**src/rtl/loop_sel_driver_if.sv**
```systemverilog
// Request/select bundle between a controller (master) and loop_sel_driver (slave).
interface loop_sel_driver_if #(
    parameter int DT_W = 4
);
    logic            req_valid;
    logic [2:0]      req_code;
    logic            req_ready;
    logic [DT_W-1:0] dt_cfg;
    logic [3:0]      sel;
    logic            idle;
    logic            done;
    logic            err;

    modport master (
        output req_valid, req_code, dt_cfg,
        input  req_ready, sel, idle, done, err
    );

    modport slave (
        input  req_valid, req_code, dt_cfg,
        output req_ready, sel, idle, done, err
    );
endinterface

```
**src/rtl/loop_sel_driver.sv**
```systemverilog
// Break-before-make driver for four one-hot select lines with a programmable dead time.
// Define LOOP_SEL_DEADTIME_EN for a dt_cfg-driven dead time; otherwise the dead time is fixed at one cycle.
module loop_sel_driver #(
    parameter int DT_W = 4
) (
    input  logic               CELCLK,
    input  logic               CELRST,
    input  logic               CELV,
    input  logic               CELG,
    input  logic               SUB,
    loop_sel_driver_if.slave   bus
);
    localparam logic [1:0] ST_IDLE  = 2'd0;
    localparam logic [1:0] ST_BREAK = 2'd1;
    localparam logic [1:0] ST_MAKE  = 2'd2;

    logic [1:0] state;
    logic [2:0] code_q;
    logic [3:0] sel_q;
    logic       idle_q;
    logic       done_q;
    logic       err_q;
    logic       accept;
    logic       is_switch;
    logic       break_last;

    // Supply and substrate pins exist only for the physical brick.
    logic unused_pins;
    assign unused_pins = &{1'b0, CELV, CELG, SUB};

    function automatic logic [3:0] onehot(input logic [2:0] code);
        case (code)
            3'd1:    onehot = 4'b0001;
            3'd2:    onehot = 4'b0010;
            3'd3:    onehot = 4'b0100;
            3'd4:    onehot = 4'b1000;
            default: onehot = 4'b0000;
        endcase
    endfunction

    assign bus.req_ready = (state == ST_IDLE) && !CELRST;
    assign accept        = bus.req_valid && bus.req_ready;
    assign is_switch     = accept && (bus.req_code <= 3'd4) && (bus.req_code != code_q);

`ifdef LOOP_SEL_DEADTIME_EN
    logic [DT_W-1:0] cnt;
    logic [DT_W-1:0] cnt_load;

    // Counter is loaded with D-1 so that BREAK spans exactly D cycles; dt_cfg = 0 behaves as 1.
    assign cnt_load   = (bus.dt_cfg == '0) ? '0 : bus.dt_cfg - DT_W'(1);
    assign break_last = (cnt == '0);

    always_ff @(posedge CELCLK) begin
        if (CELRST) begin
            cnt <= '0;
        end else if (is_switch) begin
            cnt <= cnt_load;
        end else if (state == ST_BREAK && cnt != '0) begin
            cnt <= cnt - DT_W'(1);
        end
    end
`else
    logic unused_dt;
    assign unused_dt  = &{1'b0, bus.dt_cfg};
    assign break_last = 1'b1;
`endif

    // sel and idle always change together so idle is the registered NOR of sel.
    always_ff @(posedge CELCLK) begin
        if (CELRST) begin
            state  <= ST_IDLE;
            code_q <= 3'd0;
            sel_q  <= 4'b0000;
            idle_q <= 1'b1;
            done_q <= 1'b0;
            err_q  <= 1'b0;
        end else begin
            done_q <= 1'b0;
            err_q  <= 1'b0;
            case (state)
                ST_IDLE: begin
                    if (accept) begin
                        if (bus.req_code > 3'd4) begin
                            err_q <= 1'b1;
                        end else if (bus.req_code == code_q) begin
                            done_q <= 1'b1;
                        end else begin
                            state  <= ST_BREAK;
                            code_q <= bus.req_code;
                            sel_q  <= 4'b0000;
                            idle_q <= 1'b1;
                        end
                    end
                end
                ST_BREAK: begin
                    if (break_last) begin
                        state  <= ST_MAKE;
                        sel_q  <= onehot(code_q);
                        idle_q <= (code_q == 3'd0) || (code_q > 3'd4);
                        done_q <= 1'b1;
                    end
                end
                ST_MAKE: begin
                    state <= ST_IDLE;
                end
                default: begin
                    state <= ST_IDLE;
                end
            endcase
        end
    end

    assign bus.sel  = sel_q;
    assign bus.idle = idle_q;
    assign bus.done = done_q;
    assign bus.err  = err_q;
endmodule

```
**src/flat_wrapper.sv**
```systemverilog
// flat-port wrapper written by rule: the top's interface ports become plain ports
module loop_sel_driver_flat 
#(
    parameter int DT_W = 4
)
  (CELCLK, CELRST, CELV, CELG, SUB, bus_req_valid, bus_req_code, bus_dt_cfg, bus_req_ready, bus_sel, bus_idle, bus_done, bus_err);
  loop_sel_driver_if #(.DT_W(DT_W)) bus_i ();
  input  logic CELCLK;
  input  logic CELRST;
  input  logic CELV;
  input  logic CELG;
  input  logic SUB;
  input wire logic [$bits(bus_i.req_valid)-1:0] bus_req_valid;
  input wire logic [$bits(bus_i.req_code)-1:0] bus_req_code;
  input wire logic [$bits(bus_i.dt_cfg)-1:0] bus_dt_cfg;
  output wire logic [$bits(bus_i.req_ready)-1:0] bus_req_ready;
  output wire logic [$bits(bus_i.sel)-1:0] bus_sel;
  output wire logic [$bits(bus_i.idle)-1:0] bus_idle;
  output wire logic [$bits(bus_i.done)-1:0] bus_done;
  output wire logic [$bits(bus_i.err)-1:0] bus_err;
  assign bus_i.req_valid = bus_req_valid;
  assign bus_i.req_code = bus_req_code;
  assign bus_i.dt_cfg = bus_dt_cfg;
  assign bus_req_ready = bus_i.req_ready;
  assign bus_sel = bus_i.sel;
  assign bus_idle = bus_i.idle;
  assign bus_done = bus_i.done;
  assign bus_err = bus_i.err;
  loop_sel_driver #(.DT_W(DT_W)) u_core (.CELCLK(CELCLK), .CELRST(CELRST), .CELV(CELV), .CELG(CELG), .SUB(SUB), .bus(bus_i));
endmodule
```
**config.mk**
```make
export PLATFORM = sky130hd
export DESIGN_NAME = loop_sel_driver_flat
export DESIGN_NICKNAME = d
export VERILOG_FILES = /design/src/rtl/loop_sel_driver_if.sv /design/src/rtl/loop_sel_driver.sv /design/src/flat_wrapper.sv
export SDC_FILE = /design/constraint.sdc
export NUM_CORES = 1
export LEC_CHECK = 0
export ABC_AREA = 0
export BUFFER_PORTS_ARGS = -buffer_cell sky130_fd_sc_hd__clkbuf_2
export CAP_MARGIN = 25
export CORE_AREA = 2 2 39 41
export DETAILED_ROUTE_END_ITERATION = 8
export DIE_AREA = 0 0 41 43
export PLACE_DENSITY = 0.77
export SLEW_MARGIN = 0
export SYNTH_ARGS = -nofsm -noshare
export SYNTH_HDL_FRONTEND = slang
export SYNTH_SLANG_ARGS = --single-unit
```
**constraint.sdc**
```tcl
create_clock -name CELCLK -period 1.5 [get_ports CELCLK]
set_input_delay 0.225 -clock CELCLK [delete_from_list [all_inputs] [get_ports CELCLK]]
set_output_delay 0.225 -clock CELCLK [all_outputs]
set_load 0.02 [all_outputs]
```
==> summary.md, run 1 <==
| Metric | Value |
|---|---|
| Outcome | finished clean |
| Drt drc | 0 |
| Chip width | 41 microns |
| Register area share after synthesis | 48.4% |
| Post-CTS Setup Inserts | 0 |
| Fin crit share | 88.4% |
| Placement Setup Slack | 0.179 ns |
| Final core occ | 45.8% |
| Register area | 240 sq um |
| Layout area overhead | 27.5% |
| VDD IR max | 0.410 mV |
| Seq pwr share | 49.7% |
| CTS sink cnt | 12 |
| GR peak layer | met1 |
| Total GRT Usage | 11.4% |
| Leakage | 0.319 nW |
| Hold Startpoint | bus_req_valid |
| CP endpoint kind | register |
| Tot Pwr | 0.671 mW |
| Hold violation count in the final report | 0 |
| Post-route ant nets | 0 |
| Worst slew margin | 77.7% |
| Ant diodes | 0 |
| Worst Hold Depth | 3 |
| Cell-internal power | 0.508 mW |
| Worst Path Max Fanout | 5 |
| Area after DPL | 597 sq um |
| Worst hold margin | 0.168 ns |
| Arrival @ worst endpoint | 1.50 ns |
| Die area | 1760 sq um |
| Setup TNS Final | 0 ns |
| CTS resizes | 0 |
| Minimum clock period | 1.33 ns |
| Synthesized instance count | 51 |
| FF+latch count, synth | 12 |
| RD Place Congestion | 0.697 |
| Vias post-DR | 421 |
| Met2 GRT Util | 14.1% |
| Unrepaired setup endpoints after global routing | false |
| Met1 usage | 15.6% |
| Worst-Margin Slew | 0.334 ns |
| Vias in the first global route | 321 |
| Final Setup Violations | 0 |
| Syn Area/Cell | 9.74 sq um |
| Num ports | 21 |
| Slew Limit Fails | 0 |
| Routed WL | 885 microns |
| Fmax | 0.754 GHz |
| Worst-path clk slew | 0.08 ns |
| First drt pass iteration count | 4 |
| Crit path launch | u_core.code_q[2] |
| CTS tree | yes |
| Largest net degree at the start of global routing | 8 |
| R2R cell count | 4 |
| PD cells | 1060 nW/um^2 |
| Yosys warnings | 0 |
| Inst Count DP | 82 |
| Footprint of the multi-input gates | 241 sq um |
| Final cell count without fillers | 86 |
| Starting Density | 35.9% |
| Syn_nets | 65 |
| Sw Pwr | 0.163 mW |
| Reg-to-Reg End | u_core.bus.sel[3] |
| First-pass GRT wire length | 1300 microns |
| Worst-Skew Late Latency | 0.27 ns |
| Final #Nets | 85 |
| Slowest cell on the critical path | dfxtp_1 |
| Hold Buf Count CTS | 0 |
| Core outline area | 1380 sq um |
| Clock power share | 38.6% |
| Comb pwr share | 11.7% |
| Die H | 43 microns |
| Initial antenna violation count | 0 |
| Min-delay worst type | in -> reg |
| Hold Path End | u_core.bus.err |
| Layout cell share with drive strength beyond 1 | 31.4% |
| Layout Cell Area excl Fill | 633 sq um |
| Clock skew | 0.00297 ns |
| Clock Path Buffers | 2 |
| Buffers on Ports | 13 |
| Total grt overflow | 0 |
| Fillers | 141 |
| FF-to-FF setup slack | 0.17 ns |
| DR vias/cell | 4.90 |
| Met3 Usage GRT | 3.14% |
| Cell area after synthesis | 497 sq um |
| CTS Buf Count | 3 |
| Max-cap violations | 0 |
| # rows | 14 |
| CTS Root Cell | clkbuf_4 |
| PnR worst setup slack | 0.174 ns |
| Critical Path RT | 1.67 ns |
| CTS H-tree depth | 1 |
| Net Sw Frac | 24.3% |
| DR iter-0 viols | 4 |
| Reg-to-reg critical path startpoint | u_core.code_q[2] |
| WL/cell | 10.3 microns |
| Max stage delay on crit path | 0.44 ns |
| Synth cell types | 21 |
| CP Cell Sequence | xor2_1 -> o311ai_1 -> a22o_1 -> a32o_1 |
| Startpoint Class | register |
| Crit Path Category | reg -> reg |
Yosys cell counts, drive strengths merged:
cell / n / share of area [%]
nor2: 8 / 6.0
mux2i: 3 / 6.0
dfxtp: 12 / 48
o21ai: 3 / 3.0
nor2b: 1 / 2.8
xor2: 3 / 5.3
o311ai: 1 / 1.8
nor3: 1 / 2.0
nand2b: 1 / 1.3
a21oi: 1 / 1.0
or3: 1 / 1.3
xnor2: 1 / 1.8
inv: 4 / 3.0
nand3: 3 / 3.0
ha: 1 / 2.5
or3b: 1 / 1.8
o2bb2ai: 1 / 1.8
a22o: 1 / 1.8
nand2: 2 / 1.5
a32o: 2 / 4.0
worst max-delay path by stage:
stage	slack, ns	to
after floorplan	0.08	u_core.code_q[0]
after global routing	0.12	u_core.code_q[0]
after CTS	0.17	u_core.bus.sel[0]
after detailed placement	0.18	u_core.bus.sel[0]
after global placement	0.21	u_core.bus.sel[0]
final	0.17	u_core.bus.sel[3]
power by group through the flow:
| stage | Clock, mW | Sequential, mW | Combinational, mW |
|---|---|---|---|
| 2_1_floorplan | 0 | 0.346 | 0.0450 |
| 3_3_place_gp | 0 | 0.341 | 0.0770 |
| 3_5_place_dp | 0 | 0.342 | 0.0786 |
| 4_1_cts | 0.266 | 0.334 | 0.0792 |
| 5_1_grt | 0.276 | 0.335 | 0.0853 |
| 6_report | 0.259 | 0.334 | 0.0786 |
cells in the final DEF, fill, tap and decap left out, types with 2 or more instances in the layout:
| cell | instances |
|---|---|
| nand3_1 | 3 |
| nand2_1 | 2 |
| buf_4 | 2 |
| xor2_1 | 3 |
| clkbuf_4 | 3 |
| o21ai_1 | 3 |
| a32o_1 | 2 |
| inv_1 | 3 |
| dfxtp_1 | 12 |
| nor2_1 | 8 |
| mux2i_1 | 3 |
| clkbuf_2 | 13 |
critical path, delay by kind of cell (launching register included):
kind	cells	cell delay, ns
flip-flops	1	0.44
AO/OA/AOI/OAI	3	0.59
XOR/XNOR	1	0.19
layer usage:
layer	routed length [microns]	up-vias
li1	-	219
met1	398	184
met2	407	14
met3	59	4
met4	19	0
met5	0	-
cells by family after synthesis:
| logic type | Yosys count | synth area share (%) |
|---|---|---|
| and+or+nand+nor | 18 | 19.6 |
| DFF | 12 | 48.4 |
| AOI/OAI and AO/OA | 9 | 13.3 |
| xor gates and xnor gates | 4 | 7.05 |
| buffers and inverters | 4 | 3.02 |
| muxes | 3 | 6.05 |
| adders and majority gates | 1 | 2.52 |
registers in the layout, summed over array words and instances (netlist names):
register	count
u_core.bus.err	1
u_core.bus.idle	1
u_core.bus.done	1
u_core.code_q	3
u_core.bus.sel	4
u_core.state	2
cell type report:
cell class	instances	area share, %
sequential	12	37.9
clock buffer	4	5.73
tap	16	3.16
inverter	4	2.37
timing repair buffer	15	12.6
multi-input combinational	35	38.1
(Power assumes the default switching activity.)
==> inputs of run 2 (changes only) <==
CTS_BUF_LIST = sky130_fd_sc_hd__clkbuf_16   (was not set)
==> run 2 against run 1 <==
  * Flip-flop and latch count stayed put
  * Clock power rose by 90%
  * First-iteration DRC count did not move
  * Cell count stayed put
  * Sequential share of layout area is 2.4 points lower
  * Total power is 35% higher
  * Maximum frequency grew 1.1%
  * Sequential power barely moved
  * Critical path depth did not move
  * Clock skew down 0.0010 ns
  * Critical endpoint unchanged
  * Largest cell class unchanged
==> summary.md, run 2 (synthesized netlist as in run 1, its figures left out) <==
| Metric | Value |
|---|---|
| Outcome | finished clean |
| Crit path launch | u_core.code_q[2] |
| Crit Path Category | reg -> reg |
| Worst-path clk slew | 0.04 ns |
| Leakage | 0.336 nW |
| Drt drc | 0 |
| Startpoint Class | register |
| Ant diodes | 0 |
| Routed WL | 918 microns |
| Vias in the first global route | 328 |
| Layout area overhead | 36.0% |
| CTS Buf Count | 3 |
| Max-cap violations | 0 |
| Min-delay worst type | in -> reg |
| Reg-to-Reg End | u_core.bus.sel[3] |
| Clock Path Buffers | 2 |
| Minimum clock period | 1.31 ns |
| Hold Buf Count CTS | 0 |
| Critical Path RT | 1.63 ns |
| Post-route ant nets | 0 |
| Die H | 43 microns |
| RD Place Congestion | 0.697 |
| DR iter-0 viols | 4 |
| Fin crit share | 87.4% |
| Total GRT Usage | 13.1% |
| CTS tree | yes |
| Setup TNS Final | 0 ns |
| Worst-Margin Slew | 0.333 ns |
| Starting Density | 35.9% |
| Reg-to-reg critical path startpoint | u_core.code_q[2] |
| Final Setup Violations | 0 |
| Buffers on Ports | 13 |
| Unrepaired setup endpoints after global routing | false |
| Vias post-DR | 426 |
| Fmax | 0.763 GHz |
| Die area | 1760 sq um |
| Clock skew | 0.00193 ns |
| Num ports | 21 |
| First-pass GRT wire length | 1380 microns |
| Largest register FFs | 4 |
| PD cells | 1340 nW/um^2 |
| Footprint of the multi-input gates | 241 sq um |
| Leading cell type in the layout, fill and taps excluded | clkbuf_2 |
| Total grt overflow | 0 |
| CTS H-tree depth | 1 |
| Hold Startpoint | bus_req_valid |
| FF-to-FF setup slack | 0.19 ns |
| Arrival @ worst endpoint | 1.44 ns |
| Initial antenna violation count | 0 |
| Largest net degree at the start of global routing | 8 |
| Chip width | 41 microns |
| CTS resizes | 0 |
| Worst slew margin | 77.7% |
| Tot Pwr | 0.906 mW |
| Final #Nets | 85 |
| Hold violation count in the final report | 0 |
| DR vias/cell | 4.95 |
| Most frequent cells in the layout | clkbuf_2 (13), dfxtp_1 (12), nor2_1 (8) |
| WL/cell | 10.7 microns |
| Worst-Skew Late Latency | 0.24 ns |
| VDD IR max | 0.569 mV |
| CTS sink cnt | 12 |
| Slew Limit Fails | 0 |
| Hold Path End | u_core.bus.err |
| Worst hold margin | 0.214 ns |
| Fillers | 135 |
| Core outline area | 1380 sq um |
| CTS Root Cell | clkbuf_16 |
| First drt pass iteration count | 3 |
| Worst Path Max Fanout | 5 |
| Post-CTS Setup Inserts | 0 |
| Register area | 240 sq um |
| CP endpoint kind | register |
| # rows | 14 |
| Worst Hold Depth | 3 |
| Layout cell share with drive strength beyond 1 | 30.0% |
| R2R cell count | 4 |
-- run 2: area by class of cell --
class | instances | share of cell area [%]
clock buffer | 3 | 11.1
clock inverter | 1 | 0.556
inverter | 4 | 2.22
multi-input combinational | 35 | 35.7
sequential | 12 | 35.6
tap | 16 | 2.96
timing repair buffer | 15 | 11.9
-- run 2: metal layers --
metal | part of all wire (%) | vias to the layer above | GRT usage [%]
li1 | - | 219 | -
met1 | 45 | 190 | 15.9
met2 | 44 | 13 | 15.0
met3 | 7.1 | 4 | 6.28
met4 | 4.1 | 0 | 14.0
met5 | 0 | - | 0
-- run 2: worst max path at each step --
stage	endpoint	slack [ns]	cells past startpoint
final	u_core.bus.sel[3]	0.19	4
after CTS	u_core.bus.sel[0]	0.18	4
after floorplan	u_core.code_q[0]	0.08	4
after global routing	u_core.code_q[0]	0.13	4
after global placement	u_core.bus.sel[0]	0.21	5
after detailed placement	u_core.bus.sel[0]	0.18	4
-- run 2: critical path, cell delays in order (launching register included) --
cell and delay (ns):
dfxtp_1 0.42, xor2_1 0.19, o311ai_1 0.11, a22o_1 0.27
a32o_1 0.21
-- run 2: power breakdown --
group          total [mW]  internal [mW]  switching [mW]
combinational      0.0787         0.0335          0.0452
sequential          0.336          0.329         0.00649
clock               0.492          0.351           0.141
total               0.906          0.714           0.192
-- run 2: stage by stage --
stage | cell area (sq um) | utilization, % | std cells | setup WS [ns]
2_1_floorplan | 497 | - | 51 | 0.0789
3_3_place_gp | 597 | 43.1 | 82 | 0.208
3_5_place_dp | 597 | 43.1 | 82 | 0.179
4_1_cts | 676 | 48.8 | 86 | 0.177
5_1_grt | 676 | 48.8 | 86 | 0.130
6_report | 676 | 48.8 | 86 | 0.189
